File: src/rtl/fpu_ss_wb_arbiter.sv
// -----------------------------------------------------------------------------
// fpu_ss_wb_arbiter
//
// Writeback arbiter for the FPU subsystem. Three result producers (memory,
// CSR, FPnew) share one registered writeback channel that feeds the core
// result interface and the FP register file write port.
//
// Memory results arrive as single-cycle pulses with no back-pressure. They
// are either bypassed straight into the output register (FIFO empty and
// memory wins) or buffered in a small FIFO. Free FIFO entries are reported
// upstream as credits.
//
// Priority is MEM > CSR > FPU. When the FPU_SS_WB_FAIRNESS_EN macro is
// defined, a streak counter limits consecutive memory grants while CSR/FPU
// wait. Once the limit is reached one grant is forced to CSR (else FPU).
//
// Ports:
//   clk_i, rst_ni               clock, asynchronous active-low reset
//   fpu_valid_i / fpu_ready_o   FPnew result handshake
//   fpu_id_i, fpu_rd_i, fpu_rd_is_fp_i, fpu_data_i, fpu_status_i
//   mem_valid_i                 memory result pulse (no ready)
//   mem_id_i, mem_rd_i, mem_we_i, mem_data_i
//   csr_valid_i / csr_ready_o   CSR result handshake
//   csr_id_i, csr_data_i
//   mem_credit_o                free memory FIFO entries
//   mem_overflow_o              sticky: a memory result was dropped
//   wb_valid_o / wb_ready_i     writeback output register handshake
//   wb_id_o, wb_rd_o, wb_data_o, wb_status_o, wb_src_o (0 FPU, 1 MEM, 2 CSR)
//   wb_fpr_we_o                 FP register file write strobe
// -----------------------------------------------------------------------------
module fpu_ss_wb_arbiter #(
  parameter int unsigned X_ID_WIDTH     = 4,
  parameter int unsigned FLEN           = 32,
  parameter int unsigned MEM_DEPTH      = 2,
  parameter int unsigned MAX_MEM_STREAK = 4
) (
  input  logic                           clk_i,
  input  logic                           rst_ni,
  // FPnew result
  input  logic                           fpu_valid_i,
  output logic                           fpu_ready_o,
  input  logic [X_ID_WIDTH-1:0]          fpu_id_i,
  input  logic [4:0]                     fpu_rd_i,
  input  logic                           fpu_rd_is_fp_i,
  input  logic [FLEN-1:0]                fpu_data_i,
  input  logic [4:0]                     fpu_status_i,
  // Memory result
  input  logic                           mem_valid_i,
  input  logic [X_ID_WIDTH-1:0]          mem_id_i,
  input  logic [4:0]                     mem_rd_i,
  input  logic                           mem_we_i,
  input  logic [FLEN-1:0]                mem_data_i,
  // CSR result
  input  logic                           csr_valid_i,
  output logic                           csr_ready_o,
  input  logic [X_ID_WIDTH-1:0]          csr_id_i,
  input  logic [FLEN-1:0]                csr_data_i,
  // Memory flow control
  output logic [$clog2(MEM_DEPTH+1)-1:0] mem_credit_o,
  output logic                           mem_overflow_o,
  // Writeback channel
  output logic                           wb_valid_o,
  input  logic                           wb_ready_i,
  output logic [X_ID_WIDTH-1:0]          wb_id_o,
  output logic [4:0]                     wb_rd_o,
  output logic [FLEN-1:0]                wb_data_o,
  output logic [4:0]                     wb_status_o,
  output logic [1:0]                     wb_src_o,
  output logic                           wb_fpr_we_o
);

  localparam int unsigned CNT_W = $clog2(MEM_DEPTH + 1);
  localparam int unsigned PTR_W = (MEM_DEPTH > 1) ? $clog2(MEM_DEPTH) : 1;
  localparam logic [CNT_W-1:0] DEPTH_C  = CNT_W'(MEM_DEPTH);
  localparam logic [PTR_W-1:0] LAST_PTR = PTR_W'(MEM_DEPTH - 1);

  typedef enum logic [1:0] {
    SRC_FPU = 2'd0,
    SRC_MEM = 2'd1,
    SRC_CSR = 2'd2
  } src_e;

  // Circular pointer advance that also handles non-power-of-two depths.
  function automatic logic [PTR_W-1:0] ptr_inc(input logic [PTR_W-1:0] p);
    if (p == LAST_PTR) begin
      ptr_inc = {PTR_W{1'b0}};
    end else begin
      ptr_inc = p + PTR_W'(1);
    end
  endfunction

  // ---------------------------------------------------------------------------
  // State
  // ---------------------------------------------------------------------------
  logic [X_ID_WIDTH-1:0] r_fifo_id   [MEM_DEPTH];
  logic [4:0]            r_fifo_rd   [MEM_DEPTH];
  logic                  r_fifo_we   [MEM_DEPTH];
  logic [FLEN-1:0]       r_fifo_data [MEM_DEPTH];
  logic [PTR_W-1:0]      r_wr_ptr;
  logic [PTR_W-1:0]      r_rd_ptr;
  logic [CNT_W-1:0]      r_credit;
  logic                  r_overflow;

  logic                  r_wb_valid;
  logic [X_ID_WIDTH-1:0] r_wb_id;
  logic [4:0]            r_wb_rd;
  logic [FLEN-1:0]       r_wb_data;
  logic [4:0]            r_wb_status;
  src_e                  r_wb_src;
  logic                  r_wb_fp_dest;

  // ---------------------------------------------------------------------------
  // Combinational arbitration
  // ---------------------------------------------------------------------------
  logic                  w_fifo_empty;
  logic                  w_fifo_full;
  logic                  w_load_en;
  logic                  w_mem_cand;
  logic                  w_force;
  logic                  w_grant_mem;
  logic                  w_grant_csr;
  logic                  w_grant_fpu;
  logic                  w_any_grant;
  logic                  w_pop;
  logic                  w_bypass;
  logic                  w_push;
  logic                  w_push_ok;
  logic                  w_drop;

  logic [X_ID_WIDTH-1:0] w_mem_id;
  logic [4:0]            w_mem_rd;
  logic                  w_mem_we;
  logic [FLEN-1:0]       w_mem_data;

  src_e                  w_nxt_src;
  logic [X_ID_WIDTH-1:0] w_nxt_id;
  logic [4:0]            w_nxt_rd;
  logic [FLEN-1:0]       w_nxt_data;
  logic [4:0]            w_nxt_status;
  logic                  w_nxt_fp_dest;

  // The credit register doubles as the occupancy count (credit = depth - count).
  assign w_fifo_empty = (r_credit == DEPTH_C);
  assign w_fifo_full  = (r_credit == {CNT_W{1'b0}});
  assign w_load_en    = ~r_wb_valid | wb_ready_i;
  assign w_mem_cand   = ~w_fifo_empty | mem_valid_i;

`ifdef FPU_SS_WB_FAIRNESS_EN
  localparam int unsigned STREAK_W = $clog2(MAX_MEM_STREAK + 1);
  localparam logic [STREAK_W-1:0] STREAK_MAX = STREAK_W'(MAX_MEM_STREAK);

  logic [STREAK_W-1:0] r_streak;

  // Memory is preempted for exactly one grant once the streak limit is hit.
  assign w_force = (r_streak == STREAK_MAX);

  // Consecutive memory grants observed while CSR or FPU is waiting.
  always_ff @(posedge clk_i or negedge rst_ni) begin
    if (!rst_ni) begin
      r_streak <= {STREAK_W{1'b0}};
    end else if (!(csr_valid_i || fpu_valid_i)) begin
      r_streak <= {STREAK_W{1'b0}};
    end else if (w_grant_csr || w_grant_fpu) begin
      r_streak <= {STREAK_W{1'b0}};
    end else if (w_grant_mem && (r_streak != STREAK_MAX)) begin
      r_streak <= r_streak + STREAK_W'(1);
    end else begin
      r_streak <= r_streak;
    end
  end
`else
  // Strict priority: memory is never preempted. A streak limit of zero would
  // be degenerate and is outside the legal range, so this is constant low.
  assign w_force = (MAX_MEM_STREAK == 32'd0);
`endif

  // Memory candidate: FIFO head keeps arrival order; bypass only when empty.
  always_comb begin
    w_mem_id   = mem_id_i;
    w_mem_rd   = mem_rd_i;
    w_mem_we   = mem_we_i;
    w_mem_data = mem_data_i;
    if (!w_fifo_empty) begin
      w_mem_id   = r_fifo_id[r_rd_ptr];
      w_mem_rd   = r_fifo_rd[r_rd_ptr];
      w_mem_we   = r_fifo_we[r_rd_ptr];
      w_mem_data = r_fifo_data[r_rd_ptr];
    end else begin
      w_mem_id   = mem_id_i;
      w_mem_rd   = mem_rd_i;
      w_mem_we   = mem_we_i;
      w_mem_data = mem_data_i;
    end
  end

  // Fixed-priority grant, with memory skipped while the fairness force is up.
  always_comb begin
    w_grant_mem = 1'b0;
    w_grant_csr = 1'b0;
    w_grant_fpu = 1'b0;
    if (w_load_en) begin
      if (w_mem_cand && !w_force) begin
        w_grant_mem = 1'b1;
      end else if (csr_valid_i) begin
        w_grant_csr = 1'b1;
      end else if (fpu_valid_i) begin
        w_grant_fpu = 1'b1;
      end else begin
        w_grant_mem = 1'b0;
      end
    end else begin
      w_grant_mem = 1'b0;
    end
  end

  assign w_any_grant = w_grant_mem | w_grant_csr | w_grant_fpu;

  // Readies are computed from higher-priority requesters only, never from the
  // requester's own valid, so upstream can present data in the same cycle.
  assign csr_ready_o = w_load_en & (~w_mem_cand | w_force);
  assign fpu_ready_o = w_load_en & ~csr_valid_i & (~w_mem_cand | w_force);

  // FIFO control: any incoming pulse not taken by the bypass is buffered.
  assign w_pop     = w_grant_mem & ~w_fifo_empty;
  assign w_bypass  = w_grant_mem & w_fifo_empty;
  assign w_push    = mem_valid_i & ~w_bypass;
  assign w_push_ok = w_push & (~w_fifo_full | w_pop);
  assign w_drop    = w_push & w_fifo_full & ~w_pop;

  // Payload of the winning source.
  always_comb begin
    w_nxt_src     = SRC_FPU;
    w_nxt_id      = fpu_id_i;
    w_nxt_rd      = fpu_rd_i;
    w_nxt_data    = fpu_data_i;
    w_nxt_status  = fpu_status_i;
    w_nxt_fp_dest = fpu_rd_is_fp_i;
    if (w_grant_mem) begin
      w_nxt_src     = SRC_MEM;
      w_nxt_id      = w_mem_id;
      w_nxt_rd      = w_mem_rd;
      w_nxt_data    = w_mem_data;
      w_nxt_status  = 5'd0;
      w_nxt_fp_dest = w_mem_we;
    end else if (w_grant_csr) begin
      w_nxt_src     = SRC_CSR;
      w_nxt_id      = csr_id_i;
      w_nxt_rd      = 5'd0;
      w_nxt_data    = csr_data_i;
      w_nxt_status  = 5'd0;
      w_nxt_fp_dest = 1'b0;
    end else begin
      w_nxt_src     = SRC_FPU;
      w_nxt_id      = fpu_id_i;
      w_nxt_rd      = fpu_rd_i;
      w_nxt_data    = fpu_data_i;
      w_nxt_status  = fpu_status_i;
      w_nxt_fp_dest = fpu_rd_is_fp_i;
    end
  end

  // ---------------------------------------------------------------------------
  // Sequential logic
  // ---------------------------------------------------------------------------

  // Memory FIFO storage, pointers, credit counter and sticky overflow flag.
  always_ff @(posedge clk_i or negedge rst_ni) begin
    if (!rst_ni) begin
      for (int i = 0; i < int'(MEM_DEPTH); i++) begin
        r_fifo_id[i]   <= {X_ID_WIDTH{1'b0}};
        r_fifo_rd[i]   <= 5'd0;
        r_fifo_we[i]   <= 1'b0;
        r_fifo_data[i] <= {FLEN{1'b0}};
      end
      r_wr_ptr   <= {PTR_W{1'b0}};
      r_rd_ptr   <= {PTR_W{1'b0}};
      r_credit   <= DEPTH_C;
      r_overflow <= 1'b0;
    end else begin
      if (w_push_ok) begin
        r_fifo_id[r_wr_ptr]   <= mem_id_i;
        r_fifo_rd[r_wr_ptr]   <= mem_rd_i;
        r_fifo_we[r_wr_ptr]   <= mem_we_i;
        r_fifo_data[r_wr_ptr] <= mem_data_i;
        r_wr_ptr              <= ptr_inc(r_wr_ptr);
      end
      if (w_pop) begin
        r_rd_ptr <= ptr_inc(r_rd_ptr);
      end
      // Simultaneous push and pop leaves occupancy unchanged.
      if (w_push_ok && !w_pop) begin
        r_credit <= r_credit - CNT_W'(1);
      end else if (w_pop && !w_push_ok) begin
        r_credit <= r_credit + CNT_W'(1);
      end
      if (w_drop) begin
        r_overflow <= 1'b1;
      end
    end
  end

  // Writeback output register: loads the winner, holds while stalled.
  always_ff @(posedge clk_i or negedge rst_ni) begin
    if (!rst_ni) begin
      r_wb_valid   <= 1'b0;
      r_wb_id      <= {X_ID_WIDTH{1'b0}};
      r_wb_rd      <= 5'd0;
      r_wb_data    <= {FLEN{1'b0}};
      r_wb_status  <= 5'd0;
      r_wb_src     <= SRC_FPU;
      r_wb_fp_dest <= 1'b0;
    end else if (w_load_en) begin
      if (w_any_grant) begin
        r_wb_valid   <= 1'b1;
        r_wb_id      <= w_nxt_id;
        r_wb_rd      <= w_nxt_rd;
        r_wb_data    <= w_nxt_data;
        r_wb_status  <= w_nxt_status;
        r_wb_src     <= w_nxt_src;
        r_wb_fp_dest <= w_nxt_fp_dest;
      end else begin
        r_wb_valid <= 1'b0;
      end
    end
  end

  assign mem_credit_o   = r_credit;
  assign mem_overflow_o = r_overflow;
  assign wb_valid_o     = r_wb_valid;
  assign wb_id_o        = r_wb_id;
  assign wb_rd_o        = r_wb_rd;
  assign wb_data_o      = r_wb_data;
  assign wb_status_o    = r_wb_status;
  assign wb_src_o       = r_wb_src;
  // Strobe only on the accepting handshake so a stalled result writes once.
  assign wb_fpr_we_o    = r_wb_valid & wb_ready_i & r_wb_fp_dest;

endmodule

File: config.mk
export PLATFORM = sky130hd
export DESIGN_NAME = fpu_ss_wb_arbiter
export DESIGN_NICKNAME = d
export VERILOG_FILES = /design/src/rtl/fpu_ss_wb_arbiter.sv
export SDC_FILE = /design/constraint.sdc
export NUM_CORES = 1
export LEC_CHECK = 0
export CORE_ASPECT_RATIO = 1.2
export CORE_MARGIN = 2
export CORE_UTILIZATION = 40
export CTS_CLUSTER_SIZE = 25
export DETAILED_ROUTE_END_ITERATION = 10
export PLACE_DENSITY = 0.8
export SYNTH_ARGS = -nofsm -noshare
export SYNTH_HDL_FRONTEND = slang
export SYNTH_SLANG_ARGS = --single-unit
File: constraint.sdc
create_clock -name clk_i -period 2.9 [get_ports clk_i]
set_clock_uncertainty 0.15 [all_clocks]
set_input_delay 0.58 -clock clk_i [delete_from_list [all_inputs] [get_ports clk_i]]
set_output_delay 0.58 -clock clk_i [all_outputs]
set_load 0.01 [all_outputs]
# Word-level counts from Yosys, hierarchy flattened
# Cells that the tools add are included.
# totals
register_bits	139
latchBits	0
ram_bits	0
rom_bits	0
inputBits	131
output_inout_bits	55
wordCells	114
memories	0
# op_classes
n_addsub	4
mul	0
div	0
n_lt_le_gt_ge	3
n_eq_ne	1
shifts	0
n_mux	54
bitwise_logic	25
n_reduce_logical	8
# ops
operator	count
two-way mux 32 bit	7
bitwise mux 64 bit	1
two-way mux 5 bit	9
demux 32 bit (select 1 bit)	1
two-way mux 4 bit	7
two-way mux 1 bit	19
AND 1 bit	11
bitwise mux 10 bit	1
bitwise mux 8 bit	1
two-way mux 2 bit	4
NOT 1 bit	7
demux 5 bit (select 1 bit)	1
bitwise OR 1 bit	5
demux 4 bit (select 1 bit)	1
greater-or-equal comparator 2 bit (second input constant)	2
NOT 1 -> 2 bit	2
logical AND 1 bit	3
adder 1 bit (second input constant)	2
adder 2 x 1 -> 2 bit (second input constant)	1
bitwise mux 2 bit	1
== test 2 bit (second input constant)	1
logical NOT 1 bit	2
logical NOT 2 bit	1
< comparator 2 x 1 -> 1 bit (second input constant)	1
4 further kinds	4

# Depth between registers and ports, before layout
# Gate-level depths: netlist of run 1.
# logic_depth
ltp_word	13
ltp_mapped	9
ltp_nobuf	7

# Least setup slack after synthesis of run 1
# Ideal clock, no wire load.
# synth_path
path_kind	reg2reg
start	register r_credit[0], in the netlist mem_credit_o[0]
end	register r_credit[1], in the netlist mem_credit_o[1]
setup_time_ps	75
arrival_ps	1726
required_time_ps	2675
path_slack_ps	949
stages_incl_launch_ff	9
path_buffers	3
period_less_slack_ps	1951
cell_sequence	dfrtp_1 > buf_4 > nor2b_1 > buf_2 > or2_1 > buf_2 > ha_1 > nor2_1 > xor2_1
# synth_via
elab_chain_len	12
word_cells_on_any_way	22
cone_classes	2 x add/sub; 1 x eq/ne; 4 x mux; 9 x bitwise; 6 x reduce/logical
# synth_rtl
element	line_no	text
start: declaration	101	logic [CNT_W-1:0] r_credit;
start signal: assignment	292	r_credit <= r_credit - CNT_W'(1);
start signal: assignment	294	r_credit <= r_credit + CNT_W'(1);
== test 2 bit	143	assign w_fifo_empty = (r_credit == DEPTH_C);
NOT 1 bit	146, 224	
bitwise OR 1 bit	146	assign w_mem_cand = ~w_fifo_empty | mem_valid_i;
two-way mux 1 bit	202	if (w_mem_cand && !w_force) begin
two-way mux 1 bit	201	if (w_load_en) begin
AND 1 bit	225	assign w_bypass = w_grant_mem & w_fifo_empty;
NOT 1 bit	226	assign w_push = mem_valid_i & ~w_bypass;
AND 1 bit	226	
AND 1 bit	227	assign w_push_ok = w_push & (~w_fifo_full | w_pop);
logical NOT 1 bit	293	end else if (w_pop && !w_push_ok) begin
logical AND 1 bit	293	
nonzero test 2 bit (no source line)	--	
# Several ways; a longest one is shown, not always the timed one. The select of a mux whose other input is x is not followed.
# A chain may end at the register's enable or synchronous reset.

# Worst setup path after layout of run 1
# layout_path
start	input mem_valid_i
end	output fpu_ready_o
# layout_via
elab_chain_len	3
# layout_rtl
element	line_no	text
start: declaration	48	input logic mem_valid_i,
bitwise OR 1 bit	146	
NOT 1 bit	221	assign fpu_ready_o = w_load_en & ~csr_valid_i & (~w_mem_cand | w_force);
AND 1 bit	221	
end: declaration	41	output logic fpu_ready_o,
# Every way passes these cells.

==> results of run 1 <==
stage by stage:
| step | worst slack, ns | utilization, % | hold slack [ns] |
|---|---|---|---|
| floorplan | 0.949 | - | 0.134 |
| detailed placement | 0.171 | 53.7 | 0.296 |
| global route | 0.0757 | 57.3 | 0.0611 |
| finish | 0.173 | 57.3 | 0.0194 |
| CTS | 0.162 | 57.3 | 0.0425 |
| global placement | 0.173 | 53.7 | 0.294 |
path summary, 6_finish.rpt:
check | cells past startpoint | endpoint | start | slack, ns
max | 5 | fpu_ready_o | mem_valid_i | 0.17
min | 1 | wb_data_o[17] | rst_ni | 0.02
max reg2reg | 6 | wb_data_o[10] | mem_credit_o[1] | 0.61
min reg2reg | 1 | mem_overflow_o | mem_overflow_o | 0.31
max in group asynchronous | 2 | r_fifo_data[10] | rst_ni | 1.85
min in group clk_i | 1 | mem_overflow_o | mem_overflow_o | 0.31
registers in the layout (all words and copies together), names as in the netlist:
| register | count |
|---|---|
| r_wr_ptr | 1 |
| r_rd_ptr | 1 |
| r_wb_fp_dest | 1 |
| wb_data_o | 32 |
| wb_status_o | 5 |
| r_fifo_data | 64 |
| wb_src_o | 2 |
| wb_id_o | 4 |
| mem_overflow_o | 1 |
| r_fifo_rd | 10 |
| wb_valid_o | 1 |
| r_fifo_we | 2 |
| r_fifo_id | 8 |
| mem_credit_o | 2 |
| wb_rd_o | 5 |
metal layers:
| metal | routed length (µm) | track usage (%) |
|---|---|---|
| met4 | 374 | 7.96 |
| met3 | 1040 | 5.09 |
| met2 | 8800 | 33.9 |
| met5 | 0 | 0 |
| met1 | 6810 | 22.9 |
Yosys cell counts, types with 2 or more instances:
cell type                   instances
sky130_fd_sc_hd__buf_2             14
sky130_fd_sc_hd__a2bb2oi_1         31
sky130_fd_sc_hd__a221oi_1           6
sky130_fd_sc_hd__o21ai_1            5
sky130_fd_sc_hd__mux2_2            84
sky130_fd_sc_hd__o21ai_0            7
sky130_fd_sc_hd__and3_1             3
sky130_fd_sc_hd__dfrtp_1          138
sky130_fd_sc_hd__mux2i_1           42
sky130_fd_sc_hd__buf_1              3
sky130_fd_sc_hd__nand3_1            5
sky130_fd_sc_hd__nor2b_1            2
sky130_fd_sc_hd__buf_4              8
sky130_fd_sc_hd__nand2_1           28
sky130_fd_sc_hd__clkbuf_1           5
sky130_fd_sc_hd__xnor2_1            4
sky130_fd_sc_hd__nor2_1            40
sky130_fd_sc_hd__xor2_1             2
sky130_fd_sc_hd__o2bb2ai_1          5
sky130_fd_sc_hd__buf_6             12
sky130_fd_sc_hd__a221o_1            5
sky130_fd_sc_hd__a22oi_1           31
sky130_fd_sc_hd__a21o_1             3
sky130_fd_sc_hd__a31oi_1           31
critical path: stages:
cell                              delay [ns]
sky130_fd_sc_hd__clkdlybuf4s50_1        0.44
sky130_fd_sc_hd__nor3b_2                0.22
sky130_fd_sc_hd__nand2_1                0.11
sky130_fd_sc_hd__nor2_1                 0.10
sky130_fd_sc_hd__clkdlybuf4s50_1        0.54
final cells by class:
cell class              count  area share, %
clock inverters             6          0.947
multi-input cells         347           30.4
inverters                   1         0.0406
flip-flops and latches    139           37.6
clock buffers              25           5.25
repair buffers            205           22.9
well taps                 212           2.87
logic make-up (layout without fill, tap and decap cells):
| family | Yosys count | count (layout) | share of synthesized area (%) |
|---|---|---|---|
| AOI/OAI and AO/OA | 129 | 129 | 14.9 |
| xor gates and xnor gates | 6 | 6 | 0.801 |
| adders and majority gates | 1 | 1 | 0.191 |
| buffers and inverters | 43 | 237 | 4.56 |
| DFF | 139 | 139 | 53.0 |
| muxes | 126 | 126 | 20.8 |
| and+or+nand+nor | 85 | 85 | 5.70 |
where the power goes:
group | switching [µW] | internal [µW]
clock | 776 | 1330
sequential | 598 | 2850
combinational | 1430 | 2160
==> impl_results.md, run 1 <==
- Root Buffer Master: sky130_fd_sc_hd__clkbuf_16
- Synthesis-to-layout area growth: 41.0%
- Final antenna-violating net count: 0
- Most common cell after layout, fill and taps aside: sky130_fd_sc_hd__clkdlybuf4s50_1
- Worst Setup Start Kind: input port
- Dominant cell type by area after synthesis: sky130_fd_sc_hd__dfrtp_1
- Clock transition at the registers of the reported paths: roughly 0.050 ns
- CTS tree: yes
- Die Span Y: roughly 140 µm
- Post-synthesis instance area: around 6600 µm²
- Worst endpoint data arrival time: about 2.0 ns
- Inst Count DP: 904
- Share of the synthesized area in the top cell type: a little over half
- Upper clock frequency limit: 367 MHz
- Iter 0 DRT Violations: ~300
- Starting density of the core: 40.6%
- Total clock sinks: between 100 and 150
- Net count after synthesis: ~660
- Pin count of the biggest net entering global routing: 70
- Post-CTS sizing: 0
- Level count of the clock H-tree: 4
- CTS max path bufs: 2
- Pwr Total: a little over 9000 µW
- Filler-free cell count of the finished design: just over 900
- Via density: ~5.4
- Fraction of registers with async set or reset after synthesis: 100%
- Number of buffers inserted to repair setup after CTS: 0
- Share of the cycle needed by the critical path after routing: a little over nine tenths
- Cells after Synth: between 500 and 600
- Setup crit end kind: output port
- # Max-Cap Violations: 0
- Leakage power: ~0.004 µW
- Routed via count: between 5,000 and 6,000
- Final count of hold timing violations: 0
- VDD IR-drop max: approximately 0.57 mV
- Number of antenna violations at the first check in global routing: 0
- Area of the core: around 16,000 µm²
- Hold_buf cts: 0
- Most frequently used flop master after synthesis: sky130_fd_sc_hd__dfrtp_1
- Share of cells above drive strength 1: around a fifth
- Fillcell total: roughly 1,300
- Most frequent cells in the layout: sky130_fd_sc_hd__clkdlybuf4s50_1, sky130_fd_sc_hd__dfrtp_1, sky130_fd_sc_hd__mux2_2
- Number of warnings reported in the yosys synthesis log: 0
- NumNets Final: roughly 840
- Number of inserted diodes: 0
- Fraction of the yosys area taken by sequential cells: a little over half
- Largest driver fanout on the critical path: 3
- Source-to-sink clock delay at the later pin of the worst-skew pair: about 0.42 ns
- Area occupied by multi-input gates: around 2800 µm²
- Post-DP Area: approximately 8700 µm²
- Worst-margin pin slew: 0.692 ns
- Number of slew-limit violations in the final report: 0
- Worst endpoint required time: 2.17 ns
- Number of flops mapped to enable cells by yosys: 0
- Port buffer count: 185
- Register Area: 3480 µm²
- Slew headroom: between 50% and 60%
- Number of ports placed on the die boundary: between 150 and 200
- Result of the run: finished, final reports clean
- Final sum of negative setup slack: 0 ns
- Residual DRC count: 0
- Vias in the first global route: about 5,300
- Synth top area cells: sky130_fd_sc_hd__dfrtp_1, sky130_fd_sc_hd__mux2_2, sky130_fd_sc_hd__mux2i_1
- HPWL after detailed placement: about 12,000 µm
- Power density over cell area: 989 nW/µm²
- Std-Cell Rows: 51
- Die Width: 121 µm
- Final setup violating endpoints: 0
- Number of buffers created by CTS: 17
- Total routing usage reported by global routing: between 10% and 20%
- Global placer's final weighted congestion: 0.802
- Seq cells post-synth: around 140
- RSZ-0062 raised after global routing: false
- Global-route wire length before repair: between 20,000 and 30,000 µm
- Final global-route overflow total: 0
- Minimum clock period: between 2 and 3 ns
- First-pass detailed-route iteration total: 4
- Full die area: approximately 17,000 µm²
- Library cells used by synthesis: 39
- HP Class: in2async
- Final wirelength: 17,000 µm
- Final Instance Area: around 9300 µm²
- Crit path kind: in2out
- Synthesized area divided by synthesized cell count: 12.4 µm²
- Avg WL per Cell: around 18 µm
Power figures use the tool's default switching activity.
==> run 2, diff against run 1 <==
--- a/config.mk
+++ b/config.mk
@@ -5,12 +5,13 @@
 export SDC_FILE = /design/constraint.sdc
 export NUM_CORES = 1
 export LEC_CHECK = 0
+export ABC_CLOCK_PERIOD_IN_PS = 2900
 export CORE_ASPECT_RATIO = 1.2
 export CORE_MARGIN = 2
 export CORE_UTILIZATION = 40
 export CTS_CLUSTER_SIZE = 25
 export DETAILED_ROUTE_END_ITERATION = 10
-export PLACE_DENSITY = 0.8
+export PLACE_DENSITY = 0.68
 export SYNTH_ARGS = -nofsm -noshare
 export SYNTH_HDL_FRONTEND = slang
 export SYNTH_SLANG_ARGS = --single-unit
==> impl_results.md, run 2 (synthesis gave the netlist of run 1 again) <==
- Met1 Usage GRT: 24.1% (+1.2 points)
- Power density over cell area: 999 nW/µm² (+1.0%)
- Global-route wire length before repair: 26,800 µm (+1.5%)
- Port buffer count: 185 (unchanged)
- Number of buffers created by CTS: 17 (unchanged)
- Synthesis-to-layout area growth: 41.4%
- HP Class: in2async
- Clock transition at the registers of the reported paths: 0.06 ns (about the same)
- Hold_buf cts: 0 (unchanged)
- Avg WL per Cell: 18.1 µm (-0.80%)
- Worst path max stage delay: 0.54 ns (about the same)
- Final global-route overflow total: 0 (unchanged)
- Worst-margin pin slew: 0.771 ns (+0.0794 ns)
- VDD IR-drop max: 0.441 mV (-22%)
- Root Buffer Master: sky130_fd_sc_hd__clkbuf_16
- Most common cell after layout, fill and taps aside: sky130_fd_sc_hd__clkdlybuf4s50_1
- Register Area: 3480 µm² (about the same)
- Vias in the first global route: 5,347 (+1.6%)
- Peak-usage layer in the global routing report: met2
- Final wirelength: 17,000 µm (-0.38%)
- Final worst hold slack: 0.000646 ns (-0.0188 ns)
- Leakage power: 0.00394 µW (+0.76%)
- Number of antenna violations at the first check in global routing: 0 (unchanged)
- Level count of the clock H-tree: 4 (unchanged)
- Power Internal: 6480 µW (+2.1%)
- CTS max path bufs: 2 (unchanged)
- Area of the core: 16,100 µm² (unchanged)
- Final sum of negative setup slack: 0 ns (unchanged)
- Pin count of the biggest net entering global routing: 70 (unchanged)
- Sequential share of power: 36.7% (-1.0 points)
- Largest register by flop count: r_fifo_data
- Via density: 5.39 (-0.47%)
- Residual DRC count: 0 (unchanged)
- Setup crit end kind: output port
- Share of the cycle needed by the critical path after routing: 94.8% (+0.73 points)
- Fillcell total: 1,311 (-0.98%)
- Die Width: 121 µm (unchanged)
- Starting density of the core: 40.6% (unchanged)
- Kind of cell adding the most delay to the critical path: buffers and inverters
- Number of slew-limit violations in the final report: 0 (unchanged)
- Upper clock frequency limit: 364 MHz (-0.77%)
- Final count of hold timing violations: 0 (unchanged)
- Full die area: 17,400 µm² (unchanged)
- Sw Share: 30.2% (-0.51 points)
- Final antenna-violating net count: 0 (unchanged)
- Worst endpoint data arrival time: 2.02 ns (+0.02 ns)
- Largest driver fanout on the critical path: 4 (+1)
- HPWL after detailed placement: 11,600 µm (-1.5%)
- Minimum clock period: 2.75 ns (+0.0212 ns)
- Slew headroom: 48.6% (-5.3 points)
- Setup ws final: 0.152 ns (-0.0212 ns)
- Post-placement setup slack: 0.0976 ns (-0.0732 ns)
- Source-to-sink clock delay at the later pin of the worst-skew pair: 0.41 ns (about the same)
- Worst Setup Start Kind: input port
- RSZ-0062 raised after global routing: false
- NumNets Final: 846 (+0.36%)
- Routed via count: 5,062 (-0.039%)
- Post-CTS sizing: 0 (unchanged)
- Final setup violating endpoints: 0 (unchanged)
- Most common cell on crit path: sky130_fd_sc_hd__clkdlybuf4s50_1
- Iter 0 DRT Violations: 200 (-33%)
- Worst endpoint required time: 2.17 ns (about the same)
- # Max-Cap Violations: 0 (unchanged)
- Max reg flops: 64 (unchanged)
- Area occupied by multi-input gates: 2810 µm² (unchanged)
- Die Span Y: 144 µm (unchanged)
- Cell-by-cell trace of the critical path: clkdlybuf4s50_1, or2b_1, nand2_1, nor2_1, clkdlybuf4s50_1
- Number of buffers inserted to repair setup after CTS: 0 (unchanged)
- Global placer's final weighted congestion: 0.745 (-7.1%)
- Number of buffer and inverter stages on the critical path: 2 (unchanged)
- Total clock sinks: 139 (unchanged)
- Met2 track utilization from global routing: 33.3% (-0.68 points)
- Crit path kind: in2out
- Power share of the combinational group: 39.2% (about the same)
- Result of the run: finished, final reports clean
- Most frequent cells in the layout: sky130_fd_sc_hd__clkdlybuf4s50_1, sky130_fd_sc_hd__dfrtp_1, sky130_fd_sc_hd__mux2_2
- CTS tree: yes
- Critical-path top delay cell: sky130_fd_sc_hd__clkdlybuf4s50_1
- Clock share of power: 24.1% (+1.1 points)
- Total routing usage reported by global routing: 19.8% (+0.30 points)
- Share of cells above drive strength 1: 20.4% (+0.86 points)
- Number of ports placed on the die boundary: 186 (unchanged)
- Global-route met3 utilization: 5.32% (+0.24 points)
- First-pass detailed-route iteration total: 4 (unchanged)
- Switching power of the nets: 2800 µW (-0.33%)
- Number of inserted diodes: 0 (unchanged)
- Std-Cell Rows: 51 (unchanged)
run 2: changes by cell type in the layout (fill, tap and decap cells not counted), sizes merged:
cell	before	now
bufinv	2	3
buf	21	24
run 2: routing by layer:
layer	wire length (µm)	share of wire (%)
met3	1100	6.5
met5	0	0
met2	8380	49
met4	362	2.1
met1	7120	42
run 2: power groups by stage:
stage	sequential (µW)	combinational (µW)	clock [µW]
after floorplan	3360	2350	0
after global placement	3360	3550	0
after detailed placement	3430	3670	0
after CTS	3400	3680	2280
after global routing	3520	3920	2370
final	3410	3630	2230
run 2: through the flow:
stage / utilization [%] / total power [µW] / cell area [µm²] / instances
floorplan: - / 5700 / 6560 / 529
CTS: 57.5 / 9360 / 9280 / 939
global placement: 53.7 / 6920 / 8660 / 907
global route: 57.5 / 9820 / 9280 / 939
detailed placement: 53.7 / 7090 / 8660 / 907
finish: 57.5 / 9270 / 9280 / 939
run 2: area by class of cell:
| class | instances | share of cell area, % |
|---|---|---|
| Clock buffer | 25 | 5.45 |
| Sequential cell | 139 | 37.5 |
| Inverter | 1 | 0.0405 |
| Clock inverter | 7 | 1.19 |
| Timing Repair Buffer | 208 | 22.6 |
| Multi-Input combinational cell | 347 | 30.3 |
| Tap cell | 212 | 2.86 |
run 2: worst paths after layout:
kind	from	end	slack (ns)	depth (start not counted)
setup reg to reg	mem_credit_o[1]	wb_data_o[26]	0.60	5
hold reg to reg	wb_status_o[1]	wb_status_o[1]	0.31	2
setup / recovery	wb_ready_i	fpu_ready_o	0.15	5
min in group clk_i	wb_status_o[1]	wb_status_o[1]	0.31	2
max in group asynchronous	rst_ni	r_rd_ptr	1.84	2
hold / removal	rst_ni	wb_rd_o[3]	0.0006	1
==> run 3, diff against run 2 <==
--- a/config.mk
+++ b/config.mk
@@ -6,12 +6,13 @@
 export NUM_CORES = 1
 export LEC_CHECK = 0
 export ABC_CLOCK_PERIOD_IN_PS = 2900
+export CAP_MARGIN = 10
 export CORE_ASPECT_RATIO = 1.2
 export CORE_MARGIN = 2
-export CORE_UTILIZATION = 40
+export CORE_UTILIZATION = 35
 export CTS_CLUSTER_SIZE = 25
 export DETAILED_ROUTE_END_ITERATION = 10
-export PLACE_DENSITY = 0.68
+export PLACE_DENSITY = 0.61
 export SYNTH_ARGS = -nofsm -noshare
 export SYNTH_HDL_FRONTEND = slang
 export SYNTH_SLANG_ARGS = --single-unit
==> impl_results.md, run 3 (synthesis gave the netlist of run 1 again) <==
- Worst Setup Start Kind: flop
- Terminating pin of the worst hold path: wb_status_o[1]
- Port buffer count: 185 (unchanged)
- FF-to-FF setup slack: 0.57 ns (-0.03 ns)
- Number of cells on the worst hold path: 2
- Global-route wire length before repair: 27,400 µm (+2.0%)
- Die Width: 129 µm (+6.7%)
- Worst endpoint data arrival time: 2.03 ns (about the same)
- Pin count of the biggest net entering global routing: 62 (-11%)
- Root Buffer Master: sky130_fd_sc_hd__clkbuf_16
- Sw Share: 30.2% (about the same)
- Routed via count: 4,961 (-2.0%)
- Final antenna-violating net count: 0 (unchanged)
- FF-to-FF path depth: 6 (+1)
- Crit path kind: reg2out
- Worst path max stage delay: 0.61 ns (+0.07 ns)
- Full die area: 19,900 µm² (+14%)
- HP Class: reg2reg
- Cell-by-cell trace of the critical path: nor3b_2, nand2_1, nor2_1, clkdlybuf4s50_1
- Clock share of power: 24.8% (+0.7 points)
- Synthesis-to-layout area growth: 42.7%
- RSZ-0062 raised after global routing: false
- Leakage power: 0.00394 µW (+0.14%)
- Minimum clock period: 2.76 ns (+0.0131 ns)
- Iter 0 DRT Violations: 255 (+28%)
- CTS max path bufs: 2 (unchanged)
- Vias in the first global route: 5,335 (-0.22%)
- Result of the run: finished, final reports clean
- Starting density of the core: 35.8% (-4.8 points)
- Die Span Y: 154 µm (+6.7%)
- Sequential share of power: 36.3% (-0.4 points)
- Number of inserted diodes: 0 (unchanged)
- FF-to-FF End: wb_data_o[20]
- Crit Reg-Reg Startpoint: mem_credit_o[1]
- Upper clock frequency limit: 362 MHz (-0.48%)
- Slew headroom: 56.2% (+7.6 points)
- Power Internal: 6510 µW (+0.53%)
- Via density: 5.05 (-6.3%)
- Level count of the clock H-tree: 4 (unchanged)
- Source-to-sink clock delay at the later pin of the worst-skew pair: 0.42 ns (about the same)
- Number of buffers inserted to repair setup after CTS: 0 (unchanged)
- Hold wc startpoint: wb_status_o[1]
- Power density over cell area: 996 nW/µm² (-0.33%)
- Std-Cell Rows: 54 (+5.9%)
- Global placer's final weighted congestion: 0.823 (+11%)
- Largest driver fanout on the critical path: 7 (+3)
- Total routing usage reported by global routing: 17.5% (-2.3 points)
- Final global-route overflow total: 0 (unchanged)
- # Max-Cap Violations: 0 (unchanged)
- Worst-margin pin slew: 0.657 ns (-0.113 ns)
- Avg WL per Cell: 17.2 µm (-4.6%)
- Share of the cycle needed by the critical path after routing: 95.2% (+0.45 points)
- Fillcell total: 1,623 (+24%)
- Number of buffers created by CTS: 17 (unchanged)
- Final sum of negative setup slack: 0 ns (unchanged)
- Clock transition at the registers of the reported paths: 0.06 ns (about the same)
- Final wirelength: 16,900 µm (-0.28%)
- Number of antenna violations at the first check in global routing: 1 (+1)
- Largest register by flop count: r_fifo_data
- Number of ports placed on the die boundary: 186 (unchanged)
- Max reg flops: 64 (unchanged)
- Most common cell after layout, fill and taps aside: sky130_fd_sc_hd__clkdlybuf4s50_1
- Worst endpoint required time: 2.17 ns (about the same)
- Residual DRC count: 0 (unchanged)
- Final count of hold timing violations: 0 (unchanged)
- Most frequent cells in the layout: sky130_fd_sc_hd__clkdlybuf4s50_1, sky130_fd_sc_hd__dfrtp_1, sky130_fd_sc_hd__mux2_2
- Area occupied by multi-input gates: 2810 µm² (unchanged)
- Total clock sinks: 139 (unchanged)
- First-pass detailed-route iteration total: 4 (unchanged)
- Register Area: 3480 µm² (about the same)
- Number of slew-limit violations in the final report: 0 (unchanged)
- Final worst hold slack: 0.325 ns (+0.325 ns)
- Power share of the combinational group: 38.9% (-0.3 points)
- Switching power of the nets: 2820 µW (+0.64%)
- VDD IR-drop max: 0.439 mV (-0.58%)
- Area of the core: 18,300 µm² (+13%)
- Critical-path top delay cell: sky130_fd_sc_hd__dfstp_2
- Final setup violating endpoints: 0 (unchanged)
- NumNets Final: 849 (+0.35%)
- CTS tree: yes
- Share of cells above drive strength 1: 20.7% (+0.33 points)
- HPWL after detailed placement: 11,700 µm (+1.1%)
- Setup crit end kind: output port
-- run 3: how the worst max path moves through the flow --
stage                         start  slack (ns)  cells past startpoint               to
CTS                 mem_credit_o[1]        0.11                      4      fpu_ready_o
finish              mem_credit_o[1]        0.14                      4      fpu_ready_o
detailed placement       wb_ready_i        0.12                      7    wb_data_o[23]
floorplan           mem_credit_o[0]        0.95                      8  mem_credit_o[1]
global placement        mem_valid_i        0.18                      5      fpu_ready_o
global route        mem_credit_o[1]        0.02                      4      csr_ready_o
-- run 3: metal layers --
layer  track usage [%]  vias up  share of wire (%)  routed length (µm)
met3              4.98       20                6.3                1060
li1                  -     2345                  -                   -
met4              5.49        2                1.2                 206
met2              29.6      129                 50                8430
met1              21.7     2465                 43                7200
met5                 0        -              0.095                  16
-- run 3: power by group through the flow --
stage / clock (µW) / sequential (µW) / combinational [µW]
floorplan: 0 / 3360 / 2350
global placement: 0 / 3350 / 3580
detailed placement: 0 / 3420 / 3670
CTS: 2360 / 3390 / 3680
global route: 2450 / 3500 / 3950
finish: 2310 / 3390 / 3630
-- run 3: critical path: cells and delay by family (launching register included) --
| family | cells | cell delay, ns |
|---|---|---|
| flip-flops | 1 | 0.61 |
| buffers and inverters | 1 | 0.54 |
| AND/OR/NAND/NOR | 3 | 0.46 |
-- run 3: stage by stage --
| step | std cells | worst slack [ns] | utilization, % | instance area [µm²] | power, µW |
|---|---|---|---|---|---|
| floorplan | 529 | 0.949 | - | 6560 | 5700 |
| global route | 982 | 0.0243 | 51.1 | 9360 | 9890 |
| CTS | 982 | 0.106 | 51.1 | 9360 | 9430 |
| detailed placement | 949 | 0.118 | 47.6 | 8710 | 7090 |
| finish | 982 | 0.139 | 51.1 | 9360 | 9330 |
| global placement | 949 | 0.177 | 47.6 | 8710 | 6930 |
-- run 3: layout make-up --
class | instances | area share, %
clock buffers | 21 | 5.03
clock inverters | 11 | 1.78
inverters | 1 | 0.0401
multi-input cells | 347 | 30.0
flip-flops and latches | 139 | 37.2
well taps | 252 | 3.37
repair buffers | 211 | 22.6
-- run 3: what timing repair did --
action                                 4_1_cts  5_1_grt
hold buffers                                 1        0
endpoints found under the hold margin       43        0
gates resized for setup                      0        0
